<file path="config.mk">
export PLATFORM = sky130hd
export DESIGN_NAME = processor_array_scan
export DESIGN_NICKNAME = d
export VERILOG_FILES = /design/src/rtl/processor_array_pkg.sv /design/src/rtl/scan_axis_cnt.sv /design/src/rtl/processor_array_scan.sv
export SDC_FILE = /design/constraint.sdc
export NUM_CORES = 1
export LEC_CHECK = 0
export BUFFER_PORTS_ARGS = -buffer_cell sky130_fd_sc_hd__buf_2
export CAP_MARGIN = 25
export CORE_ASPECT_RATIO = 1.75
export CORE_MARGIN = 2
export CORE_UTILIZATION = 39
export DETAILED_ROUTE_END_ITERATION = 12
export PLACE_DENSITY = 0.67
export RECOVER_POWER = 100
export SLEW_MARGIN = 40
export SYNTH_ARGS = -nofsm -noshare
export SYNTH_HDL_FRONTEND = slang
export SYNTH_SLANG_ARGS = --single-unit
</file>
<file path="constraint.sdc">
create_clock -name clk -period 5.4 [get_ports clk]
set_input_delay 0.27 -clock clk [delete_from_list [all_inputs] [get_ports clk]]
set_output_delay 0.27 -clock clk [all_outputs]
set_load 0.005 [all_outputs]
</file>
<file path="src/rtl/processor_array_pkg.sv">
// Shared encodings for the processor-array scan generator: scan-order modes
// and the controller state enum.
package processor_array_pkg;

    localparam logic [1:0] MODE_RASTER = 2'd0;
    localparam logic [1:0] MODE_SERP   = 2'd1;
    localparam logic [1:0] MODE_COL    = 2'd2;

    typedef enum logic [1:0] {
        ST_IDLE = 2'd0,
        ST_RUN  = 2'd1,
        ST_DONE = 2'd2
    } scan_state_e;

endpackage

</file>
<file path="src/rtl/scan_axis_cnt.sv">
// One scan axis: up/down position counter with limit compare, optional wrap
// and a terminal flag (at lim counting up, at 0 counting down).
module scan_axis_cnt #(
    parameter int W = 10
) (
    input  logic         clk,
    input  logic         rst,
    input  logic         clr,
    input  logic         step,
    input  logic         down,
    input  logic         wrap,
    input  logic [W-1:0] lim,
    output logic [W-1:0] cnt,
    output logic         term
);

    localparam logic [W-1:0] ONE = W'(1);

    assign term = down ? (cnt == '0) : (cnt == lim);

    // A step at the terminal either wraps to the opposite end or holds, so the
    // count can never leave 0..lim.
    always_ff @(posedge clk or negedge rst) begin
        if (!rst) begin
            cnt <= '0;
        end else if (clr) begin
            cnt <= '0;
        end else if (step) begin
            if (term) begin
                if (wrap) cnt <= down ? lim : '0;
            end else begin
                cnt <= down ? (cnt - ONE) : (cnt + ONE);
            end
        end
    end

endmodule

</file>
<file path="src/rtl/processor_array_scan.sv">
// Scan-order generator for a 2-D processor array: issues (x,y) coordinates in
// raster, serpentine or column-major order, one point per enabled cycle.
//
// state   | meaning
// --------+-------------------------------------------------------------
// ST_IDLE | waiting for start; position holds
// ST_RUN  | issuing points, one per cycle with ena high
// ST_DONE | one cycle after the final point; done pulses, position holds
module processor_array_scan
    import processor_array_pkg::*;
#(
    parameter int XW = 10,
    parameter int YW = 10,
    parameter int FW = 8
) (
    input  logic          clk,
    input  logic          rst,
    input  logic          ena,
    input  logic          start,
    input  logic [1:0]    mode,
    input  logic          loop,
    input  logic [XW-1:0] xlim,
    input  logic [YW-1:0] ylim,
    output logic [XW-1:0] xpos,
    output logic [YW-1:0] ypos,
    output logic          valid,
    output logic          first,
    output logic          last,
    output logic          busy,
    output logic          done,
    output logic [FW-1:0] frame_cnt
);

    scan_state_e   state, state_nxt;
    logic [1:0]    mode_q;
    logic [XW-1:0] xlim_q;
    logic [YW-1:0] ylim_q;
    logic [FW-1:0] frame_q;

    logic adv, adv_mv, pt_last, clr;
    logic is_serp, is_col;
    logic x_step, x_down, x_wrap, x_term;
    logic y_step, y_term;

    assign is_serp = (mode_q == MODE_SERP);
    assign is_col  = (mode_q == MODE_COL);

    assign adv = (state == ST_RUN) && ena;

    // In every order the final point is where both axes sit at their terminal:
    // serpentine's x terminal flips with row parity, the others count x up.
    assign pt_last = x_term && y_term;
    assign adv_mv  = adv && !pt_last;
    assign clr     = ((state == ST_IDLE) && start) || (adv && pt_last && loop);

    always_comb begin
        x_down = 1'b0;
        x_wrap = 1'b1;
        x_step = adv_mv;
        y_step = adv_mv && x_term;
        if (is_col) begin
            x_step = adv_mv && y_term;
            y_step = adv_mv;
        end else if (is_serp) begin
            x_down = ypos[0];
            x_wrap = 1'b0;
            x_step = adv_mv && !x_term;
        end
    end

    scan_axis_cnt #(.W(XW)) u_x_axis (
        .clk  (clk),
        .rst  (rst),
        .clr  (clr),
        .step (x_step),
        .down (x_down),
        .wrap (x_wrap),
        .lim  (xlim_q),
        .cnt  (xpos),
        .term (x_term)
    );

    scan_axis_cnt #(.W(YW)) u_y_axis (
        .clk  (clk),
        .rst  (rst),
        .clr  (clr),
        .step (y_step),
        .down (1'b0),
        .wrap (1'b1),
        .lim  (ylim_q),
        .cnt  (ypos),
        .term (y_term)
    );

    always_ff @(posedge clk or negedge rst) begin
        if (!rst) begin
            state <= ST_IDLE;
        end else begin
            state <= state_nxt;
        end
    end

    always_comb begin
        state_nxt = state;
        unique case (state)
            ST_IDLE: if (start) state_nxt = ST_RUN;
            ST_RUN:  if (adv && pt_last && !loop) state_nxt = ST_DONE;
            ST_DONE: state_nxt = ST_IDLE;
            default: state_nxt = ST_IDLE;
        endcase
    end

    // Mode 3 is folded into raster at latch time so decode only sees 0..2.
    always_ff @(posedge clk or negedge rst) begin
        if (!rst) begin
            mode_q <= MODE_RASTER;
            xlim_q <= '0;
            ylim_q <= '0;
        end else if ((state == ST_IDLE) && start) begin
            mode_q <= (mode == 2'd3) ? MODE_RASTER : mode;
            xlim_q <= xlim;
            ylim_q <= ylim;
        end
    end

    always_ff @(posedge clk or negedge rst) begin
        if (!rst) begin
            frame_q <= '0;
        end else if (adv && pt_last) begin
            frame_q <= frame_q + FW'(1);
        end
    end

    assign valid     = adv;
    assign first     = adv && (xpos == '0) && (ypos == '0);
    assign last      = adv && pt_last;
    assign busy      = (state == ST_RUN) || (state == ST_DONE);
    assign done      = (state == ST_DONE);
    assign frame_cnt = frame_q;

endmodule
</file>
==> results of run 1 <==
cells in the final DEF (no fill, tap or decap), types with 2 or more instances in the layout:
cell,instances
a211oi_1,5
a21o_1,2
a21oi_1,17
a311oi_1,3
a31oi_1,4
a41oi_1,2
and3_1,8
buf_2,44
clkbuf_1,16
clkbuf_16,5
dfrtp_1,52
ha_1,11
inv_1,9
mux2_1,2
mux2_2,24
nand2_1,25
nand2b_1,3
nand3_1,7
nand3b_1,2
nand4_1,4
nor2_1,18
nor2b_1,2
nor3_1,14
nor4_1,6
nor4_2,2
o21ai_0,10
o31ai_1,4
or3_1,4
or4_1,4
xnor2_1,14
xor2_1,23
worst register-to-register path, stage by stage, from the launching register on:
cell and delay, ps:
dfrtp_1 460, nand3b_1 420, inv_1 410, nor4_1 420, nand3_1 190, a211oi_1 1150
nand2b_2 70, a21oi_1 300, mux2_1 360
registers in the layout, summed over array words and instances (netlist names):
register,flops
ylim_q,10
xlim_q,10
u_x_axis.cnt,10
mode_q,2
frame_cnt,8
u_y_axis.cnt,10
state,2
power by group through the flow:
stage / sequential (mW) / combinational (mW) / clock [mW]
after floorplan: 0.592 / 0.537 / 0
after detailed placement: 0.659 / 0.654 / 0
after global routing: 0.669 / 0.697 / 0.375
after global placement: 0.654 / 0.642 / 0
after CTS: 0.651 / 0.659 / 0.363
final: 0.652 / 0.637 / 0.353
area by class of cell:
type	instances	area, um2
Clock inverter	2	35.0
Inverter	9	33.8
Fill cell	799	4480
Clock buffer	6	129
Tap cell	92	115
Timing Repair Buffer	61	285
Multi-Input combinational cell	241	1770
Sequential cell	52	1300
cell families after synthesis:
| group | after synthesis | share of synthesized area [%] |
|---|---|---|
| adders and majority gates | 11 | 4.26 |
| DFF | 52 | 40.3 |
| AOI/OAI and AO/OA | 56 | 11.7 |
| buffers and inverters | 27 | 4.22 |
| muxes | 26 | 9.06 |
| and+or+nand+nor | 111 | 20.4 |
| xor gates and xnor gates | 37 | 10.0 |
per-stage QoR:
step                      cells  util, %
after floorplan             320        -
after global placement      455     43.6
after detailed placement    455     43.6
after CTS                   463     45.6
after global routing        463     45.0
final                       463     45.0
metal layers:
metal  vias up  track usage, %  part of all wire, %
met2        69            33.6                   57
li1       1254               -                    -
met4         0            9.80                  3.9
met1      1287            19.8                   36
met3        19            2.43                  3.2
met5         -               0                    0
cell usage after synthesis, drive strengths merged (3+ instances only):
| library cell | count |
|---|---|
| a211oi | 5 |
| a21oi | 18 |
| a311oi | 3 |
| a31oi | 4 |
| and3 | 8 |
| buf | 13 |
| clkbuf | 5 |
| dfrtp | 52 |
| ha | 11 |
| inv | 9 |
| mux2 | 26 |
| nand2 | 25 |
| nand2b | 4 |
| nand3 | 8 |
| nand4 | 6 |
| nor2 | 19 |
| nor3 | 14 |
| nor4 | 9 |
| o21ai | 10 |
| o31ai | 4 |
| or3 | 5 |
| or4 | 4 |
| xnor2 | 14 |
| xor2 | 23 |
path summary, 6_finish.rpt:
check                               end  cells past startpoint  slack [ps]       startpoint
min                           ylim_q[5]                      2         200          ylim[5]
min in group asynchronous     ylim_q[9]                      2         920              rst
max reg2reg                    state[0]                      8        1530  u_y_axis.cnt[0]
min reg2reg                frame_cnt[7]                      1         470     frame_cnt[7]
max in group asynchronous  frame_cnt[7]                      2        2930              rst
max                                last                      6        1520  u_y_axis.cnt[0]
==> results.yml, run 1 <==
pwr:
  p_sw_mw: 0.620
  p_per_area_nw_per_um2: 448
  netSwitchingFraction_pct: 37.8
  p_total_mw: 1.64
  p_comb_share_pct: 38.8
  seqPwrFrac_pct: 39.7
  ir_drop_uv: 217
  p_int_mw: 1.02
  p_clk_share_pct: 21.5
  leakagePower_nw: 1.68
routing:
  wirelength_um: 8030
  via_count: 2629
  wl_per_cell_um: 17.3
  ant_nets: 0
  drc: 0
  drtIter0Drc: 101
  drt_pass1_iterations: 4
  drt-vias-per-instance: 5.68
grt:
  grt_pass1_wl_um: 13000
  grt_max_degree: 53
  globalRouteOverflowTotal: 0
  antenna_found_initial: 0
  grtUsageTotal_pct: 18.5
  grt_pass1_vias: 2627
logic_synthesis:
  yosysTopAreaCell: "dfrtp_1"
  async_flop_share_pct: 100
  synth_top_area_share_pct: 40.3
  syn_area_um2: 3230
  yosysSeqAreaShare_pct: 40.3
  synth-edff-count: 0
  synthCells: 320
  synth-seq-cells: 52
  synth_warnings: 0
  synth.net_count: 358
  synth_top_cells_by_area: "dfrtp_1, mux2_2, xor2_1, ha_1, xnor2_1"
  ys_types: 56
  avgSynthCellArea_um2: 10.1
  synthFlopType: "dfrtp_1"
setup_path:
  setup.worst_path.end_class: "output port"
  worstSetupStartpointType: "register"
  cpLargestDelayFamily: "compound AO/OA/AOI/OAI gates"
  worstPathCellList: "nand3b_1, inv_1, nor4_1, nand3_1, a211oi_1, clkbuf_2"
  critical_path.max_fanout: 17
  worst_path_max_delay_cell: "a211oi_1"
  crit_type: "register to output port"
  critPathMaxStageDelay_ps: 1150
  critPathBufInv: 2
  crit_arrival_ps: 3610
  cp.required_ps: 5130
die:
  dieArea_um2: 9060
  dieHeight_um: 124
  rows: 44
  io_pins: 60
  core_area_um2: 8150
  die_w_um: 72.8
  initial_core_util_pct: 39.6
clocking:
  cts_sinks: 52
  cts_root_buf: "clkbuf_16"
  cts_max_level: 2
  tritoncts: "yes"
  numCtsBuffers: 5
  ctsResizeCount: 0
  cts_hold_buf: 0
  clk_path_buf_depth: 2
  post_cts_buffers: 0
  clk_latency_ps: 290
  clk_pin_slew_worst_paths_ps: 60
placed_design:
  portBuffers: 59
  hpwl_um: 6070
  gp_congestion: 0.952
  post_dp_cell_area_um2: 3550
  place_ws_ps: 2310
timing:
  rsz0062_at_grt: "false"
  worst_pin_slew_ps: 2710
  finalHoldViolCount: 0
  finalWorstSetupSlack_ps: 1520
  finClkSkew_ps: 5.47
  post-route-period-util_pct: 71.8
  whs_ps: 204
  setup_tns_ps: 0
  fmax_mhz: 258
  finalMaxSlewViolations: 53
  fin_crit_ps: 3880
  setup_viol: 0
  slew_headroom_pct: -80.7
layout:
  drive_gt1_share_pct: 23.7
  antenna_cells: 0
  area_growth_pct: 13.4
  fin_nets: 408
  final_area_um2: 3660
min_path:
  hold_class: "primary input to register"
run:
  maxCapViolations: 1
run_status:
  violations: "capacitance limit, slew limit"
  status: "finished, violations left"
Power figures use the tool's default switching activity.
==> run 2, diff against run 1 <==
--- a/config.mk
+++ b/config.mk
@@ -11,7 +11,7 @@
 export CORE_MARGIN = 2
 export CORE_UTILIZATION = 39
 export DETAILED_ROUTE_END_ITERATION = 12
-export PLACE_DENSITY = 0.67
+export PLACE_DENSITY = 0.7
 export RECOVER_POWER = 100
 export SLEW_MARGIN = 40
 export SYNTH_ARGS = -nofsm -noshare
==> constraint.sdc (replaced) <==
create_clock -name clk -period 3.5 [get_ports clk]
set_input_delay 0.175 -clock clk [delete_from_list [all_inputs] [get_ports clk]]
set_output_delay 0.175 -clock clk [all_outputs]
set_load 0.005 [all_outputs]
==> run 2 against run 1 <==
Compared with the run above:
- hold slack got worse by 99 ps
- clock-buffer cell count did not move
- total power rose by 60%
- setup slack got worse by 1000 ps
- the run still ends with capacitance limit, slew limit left
- non-clock buffer count rose by 4
- die area did not move
- sequential cell count did not move
- largest cell class unchanged
- clock skew rose by 3.1 ps
==> results.yml, run 2 (synthesis results as in run 1) <==
clocking:
  clk_latency_ps: 300
  ctsResizeCount: 0
  tritoncts: "yes"
  cts_sinks: 52
  cts_max_level: 2
  clk_path_buf_depth: 2
  numCtsBuffers: 5
  cts_root_buf: "clkbuf_16"
  clk_pin_slew_worst_paths_ps: 70
routing:
  wirelength_um: 8100
  ant_nets: 0
  drc: 0
  via_count: 2675
  wl_per_cell_um: 17.4
  drtIter0Drc: 153
  drt-vias-per-instance: 5.73
  drt_pass1_iterations: 4
grt:
  grtUsageTotal_pct: 18.9
  grt_pass1_vias: 2790
  grt_max_degree: 42
  antenna_found_initial: 0
  grt_pass1_wl_um: 13400
  globalRouteOverflowTotal: 0
layout:
  final_cell_mix: "dfrtp_1, buf_2, nand2_1, mux2_2, xor2_1"
  layout_commonest_cell: "dfrtp_1"
  antenna_cells: 0
  fillers: 790
  area_growth_pct: 15.4
  fin_nets: 412
  final_area_um2: 3730
  drive_gt1_share_pct: 24.8
  final_core_util_pct: 45.8
setup_path:
  rrSetupSlack_ps: 510
  worstSetupStartpointType: "register"
  crit_type: "register to register"
  crit_arrival_ps: 3200
  cp.required_ps: 3710
  critical_path.max_fanout: 17
  setup.worst_path.end_class: "register"
die:
  dieHeight_um: 124
  dieArea_um2: 9060
  initial_core_util_pct: 39.6
  core_area_um2: 8150
  die_w_um: 72.8
  rows: 44
  io_pins: 60
run:
  maxCapViolations: 1
timing:
  slew_headroom_pct: -49.0
  setup_tns_ps: 0
  whs_ps: 106
  setup_viol: 0
  fin_crit_ps: 2990
  finalHoldViolCount: 0
  post-route-period-util_pct: 85.5
  finClkSkew_ps: 8.58
  finalMaxSlewViolations: 42
  rsz0062_at_grt: "false"
  fmax_mhz: 334
  worst_pin_slew_ps: 2230
placed_design:
  gp_congestion: 0.894
  post_dp_cell_area_um2: 3580
  portBuffers: 59
  hpwl_um: 6200
run_status:
  violations: "capacitance limit, slew limit"
  status: "finished, violations left"
min_path:
  hold_class: "primary input to register"
pwr:
  p_per_area_nw_per_um2: 702
  leakagePower_nw: 1.69
  ir_drop_uv: 574
## run 2: timing repair
action	4_1_cts	5_1_grt
hold endpoints to repair	40	0
hold buffers	1	0
buffers inserted	0	0
## run 2: metal layers
metal  part of all wire [%]  vias up  GRT usage (%)
met5                      0        -              0
met4                    6.3        0           13.8
met3                    2.7       31           2.43
met2                     55       74           33.2
met1                     36     1313           19.7
li1                       -     1257              -
## run 2: final timing paths
kind	from	endpoint	cells past startpoint
worst min-delay path	xlim[6]	xlim_q[6]	2
min in group asynchronous	rst	u_x_axis.cnt[3]	2
worst min register to register	frame_cnt[7]	frame_cnt[7]	1
max in group asynchronous	rst	u_y_axis.cnt[8]	3
worst max register to register	u_y_axis.cnt[0]	u_y_axis.cnt[9]	8
worst max-delay path	u_y_axis.cnt[0]	u_y_axis.cnt[9]	8
## run 2: final cells by class
class                      count  area [um2]  share of cell area [%]
clock buffer                   6         139                    3.72
inverter                       9        33.8                   0.906
sequential                    52        1300                    34.9
clock inverter                 2        38.8                    1.04
multi-input combinational    241        1790                    48.0
timing repair buffer          65         312                    8.36
tap                           92         115                    3.09
## run 2: worst max-delay path: stages, from the launching register on
cell and delay [ps]:
dfrtp_1 470, nand3b_2 280, inv_2 210, nor4_2 320, nand3_1 220, nand2_1 350
a31oi_2 320, or4_1 580, a21oi_1 150
## run 2: per-stage QoR
step | total power, mW | setup slack, ps | std cells
after detailed placement | 2.07 | 443 | 458
after CTS | 2.65 | 423 | 467
after global placement | 2.03 | 600 | 458
after floorplan | 1.74 | 1050 | 320
final | 2.62 | 507 | 467
after global routing | 2.78 | 236 | 467
## run 2: report_power, final
part | switching (mW) | internal (mW) | leakage (nW)
combinational | 0.560 | 0.481 | 0.936
sequential | 0.218 | 0.779 | 0.671
clock | 0.222 | 0.358 | 0.0871
